**config.mk**
```make
export PLATFORM = sky130hd
export DESIGN_NAME = pipe_stage
export DESIGN_NICKNAME = d
export VERILOG_FILES = /design/src/rtl/pipe_stage.sv
export SDC_FILE = /design/constraint.sdc
export NUM_CORES = 1
export LEC_CHECK = 0
export ABC_CLOCK_PERIOD_IN_PS = 2450
export CAP_MARGIN = 20
export CORE_MARGIN = 4
export CORE_UTILIZATION = 51
export CTS_BUF_LIST = sky130_fd_sc_hd__clkbuf_2
export DETAILED_ROUTE_END_ITERATION = 6
export PLACE_DENSITY = 0.89
export REMOVE_ABC_BUFFERS = 1
export SETUP_SLACK_MARGIN = 0.2
export SLEW_MARGIN = 20
export SYNTH_ARGS = -nofsm -noshare
export SYNTH_HDL_FRONTEND = slang
export SYNTH_SLANG_ARGS = --single-unit
```
**constraint.sdc**
```tcl
create_clock -name clk -period 2.45 [get_ports clk]
set_clock_uncertainty 0.05 [all_clocks]
set_input_delay 0.6125 -clock clk [delete_from_list [all_inputs] [get_ports clk]]
set_output_delay 0.6125 -clock clk [all_outputs]
set_load 0.02 [all_outputs]
```
**src/rtl/pipe_stage.sv**
```systemverilog
// Valid/ready pipeline register carrying one ALU operation (aluop, alusel, operands, write-back target).
// Define PIPE_STAGE_SKID_EN for a 2-entry skid buffer with registered in_ready; default is a 1-entry stage.
module pipe_stage #(
  parameter int DATA_W = 16,
  parameter int ADDR_W = 4,
  parameter int OP_W   = 3,
  parameter int SEL_W  = 3
) (
  input  logic              clk,
  input  logic              rst,
  input  logic              flush,
  input  logic              in_valid,
  output logic              in_ready,
  input  logic [OP_W-1:0]   in_aluop,
  input  logic [SEL_W-1:0]  in_alusel,
  input  logic [DATA_W-1:0] in_reg0,
  input  logic [DATA_W-1:0] in_reg1,
  input  logic [ADDR_W-1:0] in_waddr,
  input  logic              in_we,
  output logic              out_valid,
  input  logic              out_ready,
  output logic [OP_W-1:0]   out_aluop,
  output logic [SEL_W-1:0]  out_alusel,
  output logic [DATA_W-1:0] out_reg0,
  output logic [DATA_W-1:0] out_reg1,
  output logic [ADDR_W-1:0] out_waddr,
  output logic              out_we,
  output logic [1:0]        occupancy
);

  localparam int PW = OP_W + SEL_W + 2 * DATA_W + ADDR_W + 1;

  logic [PW-1:0] in_pl;
  logic [PW-1:0] out_pl_q, out_pl_d;
  logic          out_v_q, out_v_d;
  logic [1:0]    occ_q, occ_d;
  logic          accept;

  assign in_pl  = {in_aluop, in_alusel, in_reg0, in_reg1, in_waddr, in_we};
  assign accept = in_valid & in_ready;

`ifdef PIPE_STAGE_SKID_EN
  logic [PW-1:0] skid_pl_q, skid_pl_d;
  logic          skid_v_q, skid_v_d;
  logic          in_ready_q;

  // in_ready_q mirrors an empty skid slot, so accept never coincides with a full skid.
  assign in_ready = in_ready_q;

  always_comb begin
    out_pl_d  = out_pl_q;
    out_v_d   = out_v_q;
    skid_pl_d = skid_pl_q;
    skid_v_d  = skid_v_q;
    if (flush) begin
      out_pl_d  = '0;
      out_v_d   = 1'b0;
      skid_pl_d = '0;
      skid_v_d  = 1'b0;
    end else if (!out_v_q || out_ready) begin
      if (skid_v_q) begin
        out_pl_d  = skid_pl_q;
        out_v_d   = 1'b1;
        skid_pl_d = '0;
        skid_v_d  = 1'b0;
      end else if (accept) begin
        out_pl_d = in_pl;
        out_v_d  = 1'b1;
      end else begin
        out_pl_d = '0;
        out_v_d  = 1'b0;
      end
    end else if (accept) begin
      skid_pl_d = in_pl;
      skid_v_d  = 1'b1;
    end
    occ_d = {1'b0, out_v_d} + {1'b0, skid_v_d};
  end

  always_ff @(posedge clk or negedge rst) begin
    if (!rst) begin
      out_pl_q   <= '0;
      out_v_q    <= 1'b0;
      skid_pl_q  <= '0;
      skid_v_q   <= 1'b0;
      in_ready_q <= 1'b1;
      occ_q      <= 2'd0;
    end else begin
      out_pl_q   <= out_pl_d;
      out_v_q    <= out_v_d;
      skid_pl_q  <= skid_pl_d;
      skid_v_q   <= skid_v_d;
      in_ready_q <= !skid_v_d;
      occ_q      <= occ_d;
    end
  end
`else
  assign in_ready = out_ready | ~out_v_q;

  always_comb begin
    out_pl_d = out_pl_q;
    out_v_d  = out_v_q;
    if (flush) begin
      out_pl_d = '0;
      out_v_d  = 1'b0;
    end else if (accept) begin
      out_pl_d = in_pl;
      out_v_d  = 1'b1;
    end else if (out_v_q && out_ready) begin
      out_pl_d = '0;
      out_v_d  = 1'b0;
    end
    occ_d = {1'b0, out_v_d};
  end

  always_ff @(posedge clk or negedge rst) begin
    if (!rst) begin
      out_pl_q <= '0;
      out_v_q  <= 1'b0;
      occ_q    <= 2'd0;
    end else begin
      out_pl_q <= out_pl_d;
      out_v_q  <= out_v_d;
      occ_q    <= occ_d;
    end
  end
`endif

  // Payload is forced to zero whenever the output slot is empty, so a bubble never writes back.
  assign {out_aluop, out_alusel, out_reg0, out_reg1, out_waddr, out_we} =
         out_v_q ? out_pl_q : '0;
  assign out_valid = out_v_q;
  assign occupancy = occ_q;

endmodule

```
==> flow_summary.html <==
<table>
<tr><th>Metric</th><th>Value</th></tr>
<tr><th colspan="2">Power and ir drop</th></tr>
<tr><td>Power spent charging and discharging nets</td><td>0.485 mW</td></tr>
<tr><td>Internal portion of total power</td><td>1.07 mW</td></tr>
<tr><td>Reported leakage power</td><td>1.68 nW</td></tr>
<tr><td>Fraction of power spent switching nets</td><td>31.3%</td></tr>
<tr><td>Comb pwr share</td><td>28.0%</td></tr>
<tr><td>Clk network pwr share</td><td>19.3%</td></tr>
<tr><td>Total design power</td><td>1.55 mW</td></tr>
<tr><td>Reg power frac</td><td>52.7%</td></tr>
<tr><td>Power density over the cells</td><td>438 nW/um^2</td></tr>
<tr><td>Largest voltage drop on the vdd net</td><td>252 uV</td></tr>
<tr><th colspan="2">Timing</th></tr>
<tr><td>Maximum frequency from static timing analysis</td><td>0.453 GHz</td></tr>
<tr><td>Worst setup slack after layout</td><td>0.243 ns</td></tr>
<tr><td>Final period utilization</td><td>90.1%</td></tr>
<tr><td>Setup repair after global routing missed its margin</td><td>true</td></tr>
<tr><td>Number of setup violations in the final report</td><td>0</td></tr>
<tr><td>Final critical-path required period</td><td>2.21 ns</td></tr>
<tr><td>Number of endpoints with negative hold slack in the final report</td><td>0</td></tr>
<tr><td>Max-slew violation count</td><td>0</td></tr>
<tr><th colspan="2">Clock tree</th></tr>
<tr><td>Clk slew on worst S/H paths</td><td>0.21 ns</td></tr>
<tr><td>Root Buffer</td><td>sky130_fd_sc_hd__clkbuf_2</td></tr>
<tr><td>Maximum buffer depth of the clock tree</td><td>2</td></tr>
<tr><td>Count of clock tree sinks</td><td>44</td></tr>
<tr><td>Post CTS Setup Buffer Count</td><td>0</td></tr>
<tr><td>Later-pin clock latency in the skew report</td><td>0.40 ns</td></tr>
<tr><td>Clock tree from TritonCTS</td><td>done</td></tr>
<tr><td>Number of H-tree levels</td><td>2</td></tr>
<tr><td>Number of buffers inserted during clock tree synthesis</td><td>5</td></tr>
<tr><th colspan="2">Layout</th></tr>
<tr><td>Antenna Diode Count</td><td>0</td></tr>
<tr><td>Synth-to-layout area growth</td><td>28.4%</td></tr>
<tr><td>Fill cell instance count of the final layout</td><td>440</td></tr>
<tr><td>Final Instance Count excl. Fillers</td><td>409</td></tr>
<tr><td>Final cell utilization of the core</td><td>68.5%</td></tr>
<tr><td>Number of nets in the layout</td><td>387</td></tr>
<tr><td>Highest-count cells in the layout ignoring fill and taps</td><td>sky130_fd_sc_hd__and2_1, sky130_fd_sc_hd__nor2_1, sky130_fd_sc_hd__clkdlybuf4s50_1</td></tr>
<tr><td>Layout cells sized above 1</td><td>23.3%</td></tr>
<tr><td>Layout Cell Area excl Fill</td><td>3540 sq um</td></tr>
<tr><th colspan="2">Placement</th></tr>
<tr><td>Post-place setup slack</td><td>-0.110 ns</td></tr>
<tr><td>IO Port Bufs</td><td>93</td></tr>
<tr><td>Routability congestion estimate from global placement</td><td>0.769</td></tr>
<tr><td>Instance area after placement</td><td>3610 sq um</td></tr>
<tr><td>Placed Cells</td><td>400</td></tr>
<tr><td>Final HPWL from detailed placement</td><td>4860 um</td></tr>
<tr><th colspan="2">Status</th></tr>
<tr><td>Status</td><td>finished, violations left</td></tr>
<tr><td>Violated checks</td><td>DRC</td></tr>
<tr><th colspan="2">Critical path</th></tr>
<tr><td>Largest fanout on the critical path</td><td>9</td></tr>
<tr><td>Data arrival at the endpoint of the critical path</td><td>1.54 ns</td></tr>
<tr><td>Startpoint-to-endpoint class of the critical path</td><td>reg -&gt; out</td></tr>
<tr><td>Cell family with the largest share of critical-path delay</td><td>buffers and inverters</td></tr>
<tr><td>Crit path cell chain</td><td>buf_6 -&gt; nor2b_4 -&gt; inv_1 -&gt; dlygate4sd2_1</td></tr>
<tr><td>Cell at the slowest stage of the critical path</td><td>sky130_fd_sc_hd__dfrtp_2</td></tr>
<tr><td>Endpoint kind of the worst setup timing path</td><td>output port</td></tr>
<tr><td>Number of buffer and inverter stages on the critical path</td><td>3</td></tr>
<tr><td>Data required time of the worst path</td><td>1.79 ns</td></tr>
<tr><td>Slowest stage delay, CP</td><td>0.49 ns</td></tr>
<tr><td>Nature of the critical path startpoint</td><td>register</td></tr>
<tr><th colspan="2">GRT</th></tr>
<tr><td>Maximum number of pins on one net before global-route repair</td><td>45</td></tr>
<tr><td>First-pass GRT wire length</td><td>11,600 um</td></tr>
<tr><td>Tot GR Track Use</td><td>22.1%</td></tr>
<tr><td>Total global routing overflow</td><td>0</td></tr>
<tr><td>Vias in the first global route</td><td>2,503</td></tr>
<tr><td>Initial antenna violation count</td><td>0</td></tr>
<tr><th colspan="2">Floorplanning</th></tr>
<tr><td>Standard cell core area</td><td>5170 sq um</td></tr>
<tr><td>Floorplan die area</td><td>6650 sq um</td></tr>
<tr><td>Initial Utilization</td><td>53.3%</td></tr>
<tr><td>Die Span X</td><td>81.5 um</td></tr>
<tr><td>Ports</td><td>95</td></tr>
<tr><td>Die Ht</td><td>81.5 um</td></tr>
<tr><td>Standard-cell row count</td><td>26</td></tr>
<tr><th colspan="2">Synth</th></tr>
<tr><td>Share of the yosys chip area belonging to registers</td><td>39.9%</td></tr>
<tr><td>Area of the mapped netlist</td><td>2760 sq um</td></tr>
<tr><td>Unique masters post-synth</td><td>18</td></tr>
<tr><td>Count of synthesis-stage warnings from yosys</td><td>0</td></tr>
<tr><td>Average footprint of a synthesized cell</td><td>10.8 sq um</td></tr>
<tr><td>Yosys reg bits</td><td>44</td></tr>
<tr><td>Post-Syn Instances</td><td>255</td></tr>
<tr><th colspan="2">Routing</th></tr>
<tr><td>Average wire per standard cell</td><td>17.4 um</td></tr>
<tr><td>Number of nets with antenna violations after routing</td><td>0</td></tr>
<tr><td># DRC</td><td>3</td></tr>
<tr><td>Overall via count from detail_route</td><td>2,462</td></tr>
<tr><td>Total Wirelength</td><td>7110 um</td></tr>
<tr><td>Via-to-Cell Ratio</td><td>6.02</td></tr>
<tr><td>1st-iter DRT viols</td><td>371</td></tr>
<tr><td>Drt pass-1 iters</td><td>7</td></tr>
<tr><th colspan="2">Hold path</th></tr>
<tr><td>Tightest Hold Check Type</td><td>in -&gt; async</td></tr>
<tr><th colspan="2">Run</th></tr>
<tr><td>Number of violations of the max-capacitance limit</td><td>0</td></tr>
</table>
power groups by stage:
stage	Clock, mW	Combinational (mW)	Sequential [mW]
2_1_floorplan	0	0.215	0.825
3_3_place_gp	0	0.439	0.824
3_5_place_dp	0	0.455	0.829
4_1_cts	0.308	0.438	0.816
5_1_grt	0.337	0.476	0.827
6_report	0.299	0.434	0.818
path summary, 6_finish.rpt:
check / cells past startpoint / slack, ns / from / to
max: 4 / 0.24 / occupancy[0] / in_ready
min: 2 / 0.52 / rst / out_pl_q[29]
max reg2reg: 5 / 0.74 / occupancy[0] / out_pl_q[16]
min reg2reg: 2 / 0.54 / out_pl_q[18] / out_pl_q[18]
max in group asynchronous: 3 / 1.27 / rst / occupancy[0]
min in group clk: 2 / 0.54 / out_pl_q[18] / out_pl_q[18]
final cells by class:
type	instances	area [sq um]	area share (%)
multi-input cells	178	1380	39.0
flip-flops and latches	44	1100	31.1
repair buffers	108	927	26.2
well taps	70	87.6	2.47
clock buffers	5	25.0	0.706
clock inverters	2	12.5	0.353
inverters	2	7.51	0.212
cells by family (layout without fill, tap and decap cells):
logic type             count (synthesis)  in the layout  share of synthesized area [%]
AO/OA/AOI/OAI                         44             44                           15.7
buffers and inverters                 33            117                           10.0
flip-flops                            44             44                           39.9
multiplexers                          43             43                           17.6
other                                  1              1                          0.136
AND/OR/NAND/NOR                       90             90                           16.6
flip-flops by register name, summed over array words and instances (netlist names):
register,cells
occupancy,1
out_pl_q,43
per-stage QoR:
stage / hold slack [ns] / TNS, ns
3_3_place_gp: 0.446 / -0.103
4_1_cts: 0.501 / 0
3_5_place_dp: 0.459 / -0.110
5_1_grt: 0.515 / 0
2_1_floorplan: 0.267 / -0.112
6_report: 0.524 / 0
what timing repair did:
action,CTS,global route
hold endpoints to repair,10,0
gates resized for setup,48,55
hold buffers,1,0
gates cloned,0,1
setup endpoints to repair,46,40
synthesized netlist by cell type:
master	n	area share, %
sky130_fd_sc_hd__clkbuf_1	8	1.1
sky130_fd_sc_hd__a222oi_1	42	15
sky130_fd_sc_hd__nor2b_4	1	0.50
sky130_fd_sc_hd__a32oi_1	1	0.32
sky130_fd_sc_hd__dfrtp_1	44	40
sky130_fd_sc_hd__buf_1	5	0.68
sky130_fd_sc_hd__conb_1	1	0.14
sky130_fd_sc_hd__nand2_1	1	0.14
sky130_fd_sc_hd__mux2_2	32	13
sky130_fd_sc_hd__buf_6	8	3.3
sky130_fd_sc_hd__clkbuf_8	4	2.0
sky130_fd_sc_hd__buf_4	2	0.54
sky130_fd_sc_hd__a21oi_1	1	0.18
sky130_fd_sc_hd__and2_1	44	10
sky130_fd_sc_hd__buf_8	4	2.2
sky130_fd_sc_hd__nor2_1	44	6.0
sky130_fd_sc_hd__inv_1	2	0.27
sky130_fd_sc_hd__mux2_1	11	4.5
worst register-to-register path, cell delays in order (launching register included):
cell and delay [ns]:
sky130_fd_sc_hd__dfrtp_2 0.49, sky130_fd_sc_hd__buf_6 0.15, sky130_fd_sc_hd__nor2b_4 0.13, sky130_fd_sc_hd__buf_4 0.28, sky130_fd_sc_hd__a222oi_1 0.43, sky130_fd_sc_hd__nor2_1 0.08
routing by layer:
layer	part of all wire [%]	wire (um)	GRT usage, %
met5	0	0	0
met3	8.6	610	4.93
met4	1.3	91	7.77
met1	39	2750	26.5
met2	51	3660	38.8
No activity file was read; power rests on OpenSTA's default activity.
